$ cat src/rtl/fsm_pkg.sv
// Shared constants and helpers for the serial pattern detectors.
// Latency: n/a (package only).
// Backpressure: n/a (package only).
package fsm_pkg;

    // Overlap mode encoding as carried on cfg_overlap.
    localparam logic MODE_NONOVERLAP = 1'b0;
    localparam logic MODE_OVERLAP    = 1'b1;

    // Ceiling log2, used at elaboration time to size counters.
    // clog2(n) is the number of bits needed to hold the values 0..n-1.
    function automatic int clog2(input int n);
        int r;
        r = 0;
        while ((1 << r) < n) begin
            r = r + 1;
        end
        return r;
    endfunction

endpackage

$ cat src/rtl/sat_counter.sv
// Saturating up-counter with synchronous clear; holds at all-ones, never wraps.
// Latency: count reflects inc/clr one cycle after the sampling edge.
// Backpressure: none; inc is accepted every cycle, clr has priority over inc.
//
// Ports:
//   clk   - rising-edge clock
//   rst   - synchronous active-high reset
//   clr   - synchronous clear to zero
//   inc   - increment request
//   count - current count value
module sat_counter #(
    parameter int W = 8
) (
    input  logic         clk,
    input  logic         rst,
    input  logic         clr,
    input  logic         inc,
    output logic [W-1:0] count
);

    localparam logic [W-1:0] CNT_MAX = {W{1'b1}};

    logic [W-1:0] count_q;
    logic [W-1:0] count_d;

    always_comb begin
        count_d = count_q;
        if (clr) begin
            count_d = '0;
        end else if (inc && (count_q != CNT_MAX)) begin
            count_d = count_q + W'(1);
        end
    end

    always_ff @(posedge clk) begin
        if (rst) begin
            count_q <= '0;
        end else begin
            count_q <= count_d;
        end
    end

    assign count = count_q;

endmodule

$ cat src/rtl/seq_detector_param.sv
// Parametrised serial bit-pattern detector with runtime pattern/overlap reload and saturating match count.
// Latency: out pulses in the cycle after the edge that sampled the final pattern bit (Moore timing).
// Backpressure: none; in is consumed whenever in_valid is high, cfg_load takes priority and drops that bit.
//
// Ports:
//   clk, rst              - clock and synchronous active-high reset
//   in_valid, in          - qualified serial input bit
//   cfg_load, cfg_pattern,
//   cfg_overlap           - one-cycle reload of pattern and overlap mode (clears history and count)
//   out                   - registered one-cycle match pulse
//   match_count           - saturating number of matches since reset/reload
module seq_detector_param
    import fsm_pkg::*;
#(
    parameter int               PAT_W       = 4,
    parameter logic [PAT_W-1:0] DEFAULT_PAT = PAT_W'(4'b1010),
    parameter int               CNT_W       = 8
) (
    input  logic             clk,
    input  logic             rst,
    input  logic             in_valid,
    input  logic             in,
    input  logic             cfg_load,
    input  logic [PAT_W-1:0] cfg_pattern,
    input  logic             cfg_overlap,
    output logic             out,
    output logic [CNT_W-1:0] match_count
);

    localparam int FILL_W = clog2(PAT_W + 1);
    localparam logic [FILL_W-1:0] FILL_FULL = FILL_W'(PAT_W);

    // Control state is a pure function of how many history bits are valid.
    localparam logic [1:0] ST_EMPTY   = 2'd0;
    localparam logic [1:0] ST_FILLING = 2'd1;
    localparam logic [1:0] ST_ARMED   = 2'd2;

    logic [PAT_W-1:0]  pat_q,  pat_d;
    logic              ovl_q,  ovl_d;
    logic [PAT_W-1:0]  hist_q, hist_d;
    logic [FILL_W-1:0] fill_q, fill_d;
    logic              out_q,  out_d;

    logic [1:0]        state;
    logic [PAT_W-1:0]  hist_n;
    logic [FILL_W-1:0] fill_n;
    logic              match;
    logic              cnt_inc;

    always_comb begin
        if (fill_q == '0) begin
            state = ST_EMPTY;
        end else if (fill_q == FILL_FULL) begin
            state = ST_ARMED;
        end else begin
            state = ST_FILLING;
        end
    end

    // Candidate history/fill as if the current bit were accepted.
    // Once armed, fill saturates at PAT_W so every new bit is compared.
    always_comb begin
        hist_n = {hist_q[PAT_W-2:0], in};
        fill_n = (state == ST_ARMED) ? FILL_FULL : fill_q + FILL_W'(1);
        match  = (fill_n == FILL_FULL) && (hist_n == pat_q);
    end

    always_comb begin
        pat_d  = pat_q;
        ovl_d  = ovl_q;
        hist_d = hist_q;
        fill_d = fill_q;
        out_d  = 1'b0;
        if (cfg_load) begin
            // Reload discards any partial history; the bit on in this cycle is dropped.
            pat_d  = cfg_pattern;
            ovl_d  = cfg_overlap;
            hist_d = '0;
            fill_d = '0;
        end else if (in_valid) begin
            hist_d = hist_n;
            out_d  = match;
            if (match) begin
                // Non-overlap needs PAT_W fresh bits; overlap stays armed.
                fill_d = (ovl_q == MODE_OVERLAP) ? FILL_FULL : '0;
            end else begin
                fill_d = fill_n;
            end
        end
    end

    always_ff @(posedge clk) begin
        if (rst) begin
            pat_q  <= DEFAULT_PAT;
            ovl_q  <= MODE_NONOVERLAP;
            hist_q <= '0;
            fill_q <= '0;
            out_q  <= 1'b0;
        end else begin
            pat_q  <= pat_d;
            ovl_q  <= ovl_d;
            hist_q <= hist_d;
            fill_q <= fill_d;
            out_q  <= out_d;
        end
    end

    assign cnt_inc = in_valid && !cfg_load && match;

    sat_counter #(
        .W (CNT_W)
    ) u_match_cnt (
        .clk   (clk),
        .rst   (rst),
        .clr   (cfg_load),
        .inc   (cnt_inc),
        .count (match_count)
    );

    assign out = out_q;

endmodule

$ cat config.mk
export PLATFORM = sky130hd
export DESIGN_NAME = seq_detector_param
export DESIGN_NICKNAME = d
export VERILOG_FILES = /design/src/rtl/fsm_pkg.sv /design/src/rtl/sat_counter.sv /design/src/rtl/seq_detector_param.sv
export SDC_FILE = /design/constraint.sdc
export NUM_CORES = 1
export LEC_CHECK = 0
export CORE_UTILIZATION = 44
export CTS_BUF_LIST = sky130_fd_sc_hd__clkbuf_8
export DETAILED_ROUTE_END_ITERATION = 7
export PLACE_DENSITY = 0.69
export SLEW_MARGIN = 5
export SYNTH_ARGS = -nofsm -noshare
export SYNTH_HDL_FRONTEND = slang
export SYNTH_HIERARCHICAL = 1
export SYNTH_SLANG_ARGS = --single-unit
$ cat constraint.sdc
create_clock -name clk -period 2.5 [get_ports clk]
set_clock_uncertainty 0.05 [all_clocks]
set_input_delay 0.375 -clock clk [delete_from_list [all_inputs] [get_ports clk]]
set_output_delay 0.375 -clock clk [all_outputs]
set_load 0.01 [all_outputs]
## After elaboration in Yosys (flattened, before gate mapping)

Index checks and enable logic that the tools add are counted.

| word-level totals | value |
|---|---|
| input port bits | 10 |
| bits in latches | 0 |
| memories | 0 |
| word-level logic and storage cells | 27 |
| ROM bits | 0 |
| memory bits (writable) | 0 |
| flip-flop bits (word level) | 20 |
| output and inout port bits | 9 |

| operators by class | value |
|---|---|
| $lt $le $gt $ge | 0 |
| mux-type cells | 5 |
| shift-type cells | 0 |
| equal/unequal tests | 5 |
| $add $sub $neg | 2 |
| multipliers | 0 |
| reduce and logical (&&, ||, !) cells | 8 |
| bitwise operators | 1 |
| div/mod/pow operators | 0 |

Operator list:

| operator | number |
|---|---|
| 3-bit two-way mux | 3 |
| 8-bit by 1-bit adder with 8-bit output, second input constant | 1 |
| 8-bit inequality test, second input constant | 1 |
| 3-bit == test, second input constant | 2 |
| 4-bit == test | 1 |
| 1-bit logical AND | 4 |
| 2-bit two-way mux | 2 |
| 3-bit by 1-bit adder with 3-bit output, second input constant | 1 |
| 3-bit logical NOT | 1 |
| 3-bit OR reduction | 1 |
| 2-bit == test, second input constant | 1 |
| 2-bit OR reduction | 1 |
| 1-bit logical NOT | 1 |
| 1-bit inverter | 1 |

## Depth between registers and ports, before layout

Gate-level depths: netlist (run 1).

| logic depth | value |
|---|---|
| depth in word-level cells | 9 |
| depth in mapped cells | 9 |
| gate-level depth less buffers | 9 |

## Modules after synthesis

Netlist (run 1), hierarchy kept.

By module, submodules not included:

| module | sequential area each (um^2) | instances | cells each | area an instance (um^2) |
|---|---|---|---|---|
| seq_detector_param | 240.2 | 1 | 58 | 568.0 |
| sat_counter | 160.2 | 1 | 47 | 435.4 |

## Worst setup path after synthesis (run 1)

OpenSTA, ideal clock, no wires.

| path | value |
|---|---|
| path type | flip-flop to flip-flop |
| start | reg fill_q[0] |
| end | reg u_match_cnt.count_q[5], in the netlist u_match_cnt/count[5] |
| cell stages (with the launch flop) | 10 |
| clock period less this slack | 2.017 ns |
| data arrival time | 1.867 ns |
| path buffers | 0 |
| library setup time | 0.100 ns |
| setup slack | 0.483 ns |
| required time | 2.350 ns |
| cells stage by stage | dfxtp_1 > inv_1 > ha_1 > nand2_1 > a211oi_2 > nand3_1 > nor2_1 > and4_1 > a31oi_1 > a2111oi_4 |

| on the way | value |
|---|---|
| longest elaborated chain between the ends | 9 |
| elaborated cells between the ends (all ways) | 11 |
| classes of those cells | add/sub: 1; eq/ne: 3; mux: 3; reduce/logical: 4 |

RTL lines:

| item | RTL line | source |
|---|---|---|
| start: declaration | seq_detector_param.sv:41 | `logic [FILL_W-1:0] fill_q, fill_d;` |
| start signal: assignment | seq_detector_param.sv:103 | `fill_q <= fill_d;` |
| 3-bit == test | seq_detector_param.sv:53 | `end else if (fill_q == FILL_FULL) begin` |
| 2-bit two-way mux | seq_detector_param.sv:53 |  |
| 2-bit two-way mux | seq_detector_param.sv:51 | `if (fill_q == '0) begin` |
| 2-bit == test | seq_detector_param.sv:64 | `fill_n = (state == ST_ARMED) ? FILL_FULL : fill_q + FILL_W'(1);` |
| 3-bit two-way mux * | seq_detector_param.sv:64 |  |
| 3-bit == test * | seq_detector_param.sv:65 | `match = (fill_n == FILL_FULL) && (hist_n == pat_q);` |
| 1-bit logical AND * | seq_detector_param.sv:65 |  |
| 1-bit logical AND * | seq_detector_param.sv:108 | `assign cnt_inc = in_valid && !cfg_load && match;` |
| via cnt_inc | seq_detector_param.sv:48 | `logic cnt_inc;` |
| 1-bit logical AND * | sat_counter.sv:30 | `end else if (inc && (count_q != CNT_MAX)) begin` |
| end signal: assignment | sat_counter.sv:39 | `count_q <= count_d;` |
| end: declaration | sat_counter.sv:23 | `logic [W-1:0] count_q;` |

The timed path passes the listed nets; every way through them passes the cells marked *.
A chain may end at the register's enable or synchronous reset.

## Worst setup path in the final report (run 1)

| path | value |
|---|---|
| start | reg fill_q[0] |
| end | reg u_match_cnt.count_q[6], in the netlist u_match_cnt/count[6] |

Same word-level chain as after synthesis.

==> results of run 1 <==
-- metal layers --
metal	global-route usage [%]	up-vias	share of wire (%)	wire, µm
met3	2.778	4	3.0	61
met5	0	-	0	0
met4	8.571	0	0.85	17
li1	-	413	-	-
met1	24.10	379	51	1032
met2	26.13	13	45	892
-- cells in the mapped netlist --
cell type   n  area (µm²)
nor3b_2     1       12.51
a2111oi_4   1       27.53
and4_1      2       17.52
a31o_1      1       8.760
nand2_1     8       30.03
and3_1      3       18.77
xor2_1      4       35.03
a211oi_2    1       12.51
o21ai_0     2       10.01
nand3b_1    1       7.510
mux2_2      1       11.26
nor2b_1     2       12.51
dfxtp_1    20       400.4
mux2i_1    11       110.1
ha_1        3       37.54
buf_2       1       5.000
a21boi_1    2       15.01
or3_1       3       18.77
and3b_1     1       8.760
buf_4       1       7.510
or2_1       1       6.260
or4_1       1       7.510
buf_6       2       22.52
a21oi_1     4       20.02
inv_1       4       15.01
nor4_1      1       6.260
a21boi_2    1       11.26
nor3_1      1       5.000
nor2_1     12       45.04
nand3_1     3       15.01
nand4_1     2       12.51
a31oi_1     2       12.51
a211o_1     2       17.52
-- power breakdown --
group	total [µW]	switching [µW]	internal, µW
Sequential	330	4.69	325
Combinational	54.8	25.4	29.4
Clock	323	110	214
-- cell families after synthesis --
kind of cell | synth area share (%)
buffers and inverters | 4.987
flip-flops | 39.90
multiplexers | 12.10
adder cells (fa/ha/maj) | 3.741
AO/OA/AOI/OAI | 13.47
AND/OR/NAND/NOR | 22.32
XOR/XNOR | 3.491
-- area by class of cell --
class                           count  area [µm²]
Timing Repair Buffer               20       195.2
Clock buffer                        3       41.29
Inverter                            4       15.01
Tap cell                           27       33.78
Fill cell                         198       770.7
Clock inverter                      1       30.03
Sequential cell                    20       400.4
Multi-Input combinational cell     77       555.5
-- state kept, by name (all words and copies together) (netlist names) --
register           flops
hist_q                 3
out                    1
ovl_q                  1
fill_q                 3
u_match_cnt/count      8
pat_q                  4
-- worst max-delay path, delay by kind of cell (launching register included) --
family | cells | cell delay, ns
AOI/OAI and AO/OA | 1 | 0.28
adders and majority gates | 1 | 0.18
buffers and inverters | 1 | 0.12
DFF | 1 | 0.32
and+or+nand+nor | 6 | 1.21
-- path summary, 6_finish.rpt --
check,start,end
worst max register to register,fill_q[0],u_match_cnt/count[6]
worst min register to register,u_match_cnt/count[1],u_match_cnt/count[1]
worst min-delay path,u_match_cnt/count[1],u_match_cnt/count[1]
worst max-delay path,fill_q[0],u_match_cnt/count[6]
-- through the flow --
stage | hold WS, ns | util, % | cells | setup slack [ns] | area, µm²
6_report | 0.4536 | 62.25 | 152 | 0.2443 | 1271
2_1_floorplan | 0.3893 | - | 105 | 0.4831 | 1003
4_1_cts | 0.4536 | 62.13 | 152 | 0.2193 | 1269
3_5_place_dp | 0.4401 | 58.64 | 148 | 0.03521 | 1197
5_1_grt | 0.5035 | 62.25 | 152 | 0.05042 | 1271
3_3_place_gp | 0.4408 | 58.64 | 148 | 0.08164 | 1197
-- what timing repair did --
action,CTS,global route
setup buffers,0,0
setup endpoints to repair,0,1
resized for setup,0,1
==> out/results.ini, run 1 <==
[global_route]
antenna_found_initial=0
grt_overflow=0
grt_pass1_vias=757
gr-usage-all-layers_pct=17.45
grt_max_degree=16
grt_pass1_wl_mm=3.243

[synth]
syn_inst=105
ys_ff_latch=20
synth_warnings=6
synth_cell_types=33
syn_area_mm2=0.001003
synth_seq_area_share_pct=39.90
synth_nets=118
syn_area_per_cell_um2=9.557

[route]
drt-initial-drc-count=16
dr.pass1.iters=6
vias=809
drt-total-wl_mm=2.004
route.detailed.drc=0
via_per_inst=5.322
wl_per_cell_um=13.18
ant_nets=0

[worst_setup_path]
critPathCaptureType=flip-flop
crit_fanout=5
criticalPathCategory=flip-flop to flip-flop
reg2reg_slack_ns=0.24
worst_path_max_delay_cell=or4_1
worstPathCellList=inv_1 > ha_1 > nand2_1 > a211oi_2 > nand3_1 > nor2_2 > nand3_1 > or4_1 > and3_1
r2r_cells=9
start_kind=flip-flop
cpPeakStageDelay_ns=0.42
arrival_ns=2.36
cp.required_ns=2.61
crit_path_frequent_cell=nand3_1

[finish]
fin_nets=139
area_growth_pct=26.68
layout_common_cells=dfxtp_1, clkdlybuf4s50_1, mux2i_1, nor2_1, nand2_1
diodes=0
drive_above_1_share_pct=9.600
final_common_cell=dfxtp_1

[clock_network]
cts_buffer_depth=2
path_clk_slew_ns=0.08
hold_buffers=0
cts.sinks=20
clock_latency_ns=0.26
htreeDepth=1
cts_tree=yes
cts_buffers=3
clk_root_buffer_cell=clkbuf_8

[timing]
rsz0062_at_grt=no
final.setup.tns_ns=0
setup_viol=0
drv_slew=0
hold_viol=0
fmax_mhz=443.3
relSlewSlack_pct=66.02
fin_crit_sh_pct=90.23
worst_pin_slew_ns=0.5081
finalCriticalPeriod_ns=2.256

[floorplanning]
ios=19
die_area_mm2=0.002476
die_h_um=49.76
fp-row-count=16
die_w_um=49.76
core_mm2=0.002042
initial_core_util_pct=49.14

[placed_design]
dp_hpwl_mm=1.452
port_buffers=18
gp_congestion=0.8595

[worst_hold_path]
holdPathStages=2
holdCritPathClass=flip-flop to flip-flop

[pwr]
p_per_area_mw_per_mm2=557.0
finalPower_uw=708.0
power_leakage_uw=0.0004959
ir_drop_v=0.0003597

[outcome]
outcome=completed

[flow_run]
maxCapViolations=0

Power figures use the tool's default switching activity.
==> inputs of run 2 (changes only) <==
==> constraint.sdc (replaced) <==
create_clock -name clk -period 2.5 [get_ports clk]
set_clock_uncertainty 0.05 [all_clocks]
set_input_delay 0.5 -clock clk [delete_from_list [all_inputs] [get_ports clk]]
set_output_delay 0.5 -clock clk [all_outputs]
set_load 0.01 [all_outputs]
==> run 2 against run 1 <==
Against the previous run: sequential cell count unchanged; die area is the same; sequential power about the same; critical path type is now input pin to flip-flop; critical endpoint is now u_match_cnt/count[5]; largest power group unchanged.
==> out/results.ini, run 2 (synthesis gave the netlist of run 1 again) <==
[worst_setup_path]
crit_start=in
criticalPathCategory=input pin to flip-flop
cp.required_ns=2.61  ; about the same
timing.rr.start=fill_q[0]
start_kind=input pin
critPathCaptureType=flip-flop
crit_fanout=5  ; unchanged
arrival_ns=2.44  ; +0.08 ns

[route]
drt-total-wl_mm=2.154  ; +7.5%
drt-initial-drc-count=31  ; +15
dr.pass1.iters=4  ; -2
ant_nets=0  ; unchanged
route.detailed.drc=0  ; unchanged
via_per_inst=5.276  ; -0.88%
vias=823  ; +1.7%
wl_per_cell_um=13.81  ; +4.7%

[floorplanning]
initial_core_util_pct=49.14  ; unchanged
core_mm2=0.002042  ; unchanged
ios=19  ; unchanged
die_w_um=49.76  ; unchanged
die_h_um=49.76  ; unchanged
fp-row-count=16  ; unchanged
die_area_mm2=0.002476  ; unchanged

[timing]
setup_viol=0  ; unchanged
rsz0062_at_grt=no
relSlewSlack_pct=66.85  ; +0.83 points
worst_pin_slew_ns=0.4955  ; -0.01264 ns
drv_slew=0  ; unchanged
hold_viol=0  ; unchanged
fin_crit_sh_pct=93.27  ; +3.0 points
finalCriticalPeriod_ns=2.332  ; +0.07594 ns
fmax_mhz=428.9  ; -3.3%

[global_route]
gr-usage-all-layers_pct=18.60  ; +1.1 points
grt_max_degree=16  ; unchanged
grt_pass1_vias=769  ; +1.6%
grt_overflow=0  ; unchanged
grt_pass1_wl_mm=3.450  ; +6.4%
antenna_found_initial=0  ; unchanged

[pwr]
p_per_area_mw_per_mm2=496.7  ; -11%
finalPower_uw=637.0  ; -10%
power_leakage_uw=0.0005090  ; +2.6%
ir_drop_v=0.0003140  ; -13%

[finish]
drive_above_1_share_pct=11.63  ; +2.0 points
layout_common_cells=dfxtp_1, clkdlybuf4s50_1, nor2_1, mux2i_1, nand2_1
diodes=0  ; unchanged
fin_nets=143  ; +2.9%
largest_register_ffs=8  ; unchanged
final_common_cell=dfxtp_1
area_growth_pct=27.81
final_util_pct=62.81  ; +0.55 points

[clock_network]
clock_latency_ns=0.26  ; about the same
postCtsSetupRepairBufs=0  ; unchanged
clk_root_buffer_cell=clkbuf_8
hold_buffers=0  ; unchanged
htreeDepth=1  ; unchanged
cts_resized=0  ; unchanged
cts_buffers=3  ; unchanged
cts_buffer_depth=2  ; unchanged
cts_tree=yes
path_clk_slew_ns=0.08  ; about the same
cts.sinks=20  ; unchanged

[flow_run]
maxCapViolations=0  ; unchanged

[placed_design]
port_buffers=18  ; unchanged
dp_hpwl_mm=1.519  ; +4.6%
gp_congestion=0.9005  ; +4.8%

[outcome]
outcome=completed

[worst_hold_path]
min_from=u_match_cnt/count[1]
holdCritPathClass=flip-flop to flip-flop

==> run 2: cell count changes in the layout (fill, tap and decap cells not counted) <==
cell,change
buf_4,+4
bufinv_16,-1
clkbuf_8,+1
nor2_1,+1
nor2_2,-1
==> run 2: path summary, 6_finish.rpt <==
| path | slack [ns] | cells past startpoint | to |
|---|---|---|---|
| worst min-delay path | 0.46 | 2 | u_match_cnt/count[1] |
| worst min register to register | 0.46 | 2 | u_match_cnt/count[1] |
| worst max register to register | 0.21 | 9 | u_match_cnt/count[5] |
| worst max-delay path | 0.17 | 8 | u_match_cnt/count[5] |
==> run 2: cell type report <==
class                           instances  area (µm²)
Tap cell                               27       33.78
Multi-Input combinational cell         77       553.0
Clock buffer                            4       55.05
Inverter                                4       15.01
Sequential cell                        20       400.4
Timing Repair Buffer                   24       225.2
Fill cell                             195       759.5
==> run 2: where the power goes <==
group / total (µW) / switching (µW) / internal, µW
Combinational: 58.9 / 27.1 / 31.8
Clock: 249 / 109 / 140
Sequential: 329 / 4.34 / 325
==> run 2: worst max-delay path: stages <==
cell	delay, ns
clkdlybuf4s50_1	0.43
xor2_1	0.16
nor3_1	0.20
nand3_1	0.15
nor2_1	0.20
and4_1	0.31
a31oi_1	0.15
a2111oi_4	0.34
==> run 2: per-stage QoR <==
stage | hold WS [ns] | instances | worst slack (ns) | area, µm² | setup TNS (ns)
floorplan | 0.4009 | 105 | 0.4002 | 1003 | 0
global placement | 0.4445 | 152 | -0.01572 | 1227 | -0.01572
detailed placement | 0.4406 | 152 | -0.07257 | 1227 | -0.1393
CTS | 0.4632 | 156 | 0.1755 | 1282 | 0
global route | 0.4904 | 156 | 0.07601 | 1282 | 0
finish | 0.4590 | 156 | 0.1683 | 1282 | 0
==> run 2: per-layer routing <==
metal / track usage (%) / share of wire [%] / up-vias
met3: 4.630 / 2.9 / 2
met1: 25.62 / 50 / 388
met2: 29.05 / 46 / 12
li1: - / - / 421
met5: 0 / 0 / -
met4: 4.286 / 0.51 / 0
==> inputs of run 3 (changes only) <==
--- a/config.mk
+++ b/config.mk
@@ -9,7 +9,6 @@
 export CTS_BUF_LIST = sky130_fd_sc_hd__clkbuf_8
 export DETAILED_ROUTE_END_ITERATION = 7
 export PLACE_DENSITY = 0.69
-export SLEW_MARGIN = 5
 export SYNTH_ARGS = -nofsm -noshare
 export SYNTH_HDL_FRONTEND = slang
 export SYNTH_HIERARCHICAL = 1
==> results of run 3 <==
Final layout, timing and power as in run 2 (identical DEF).
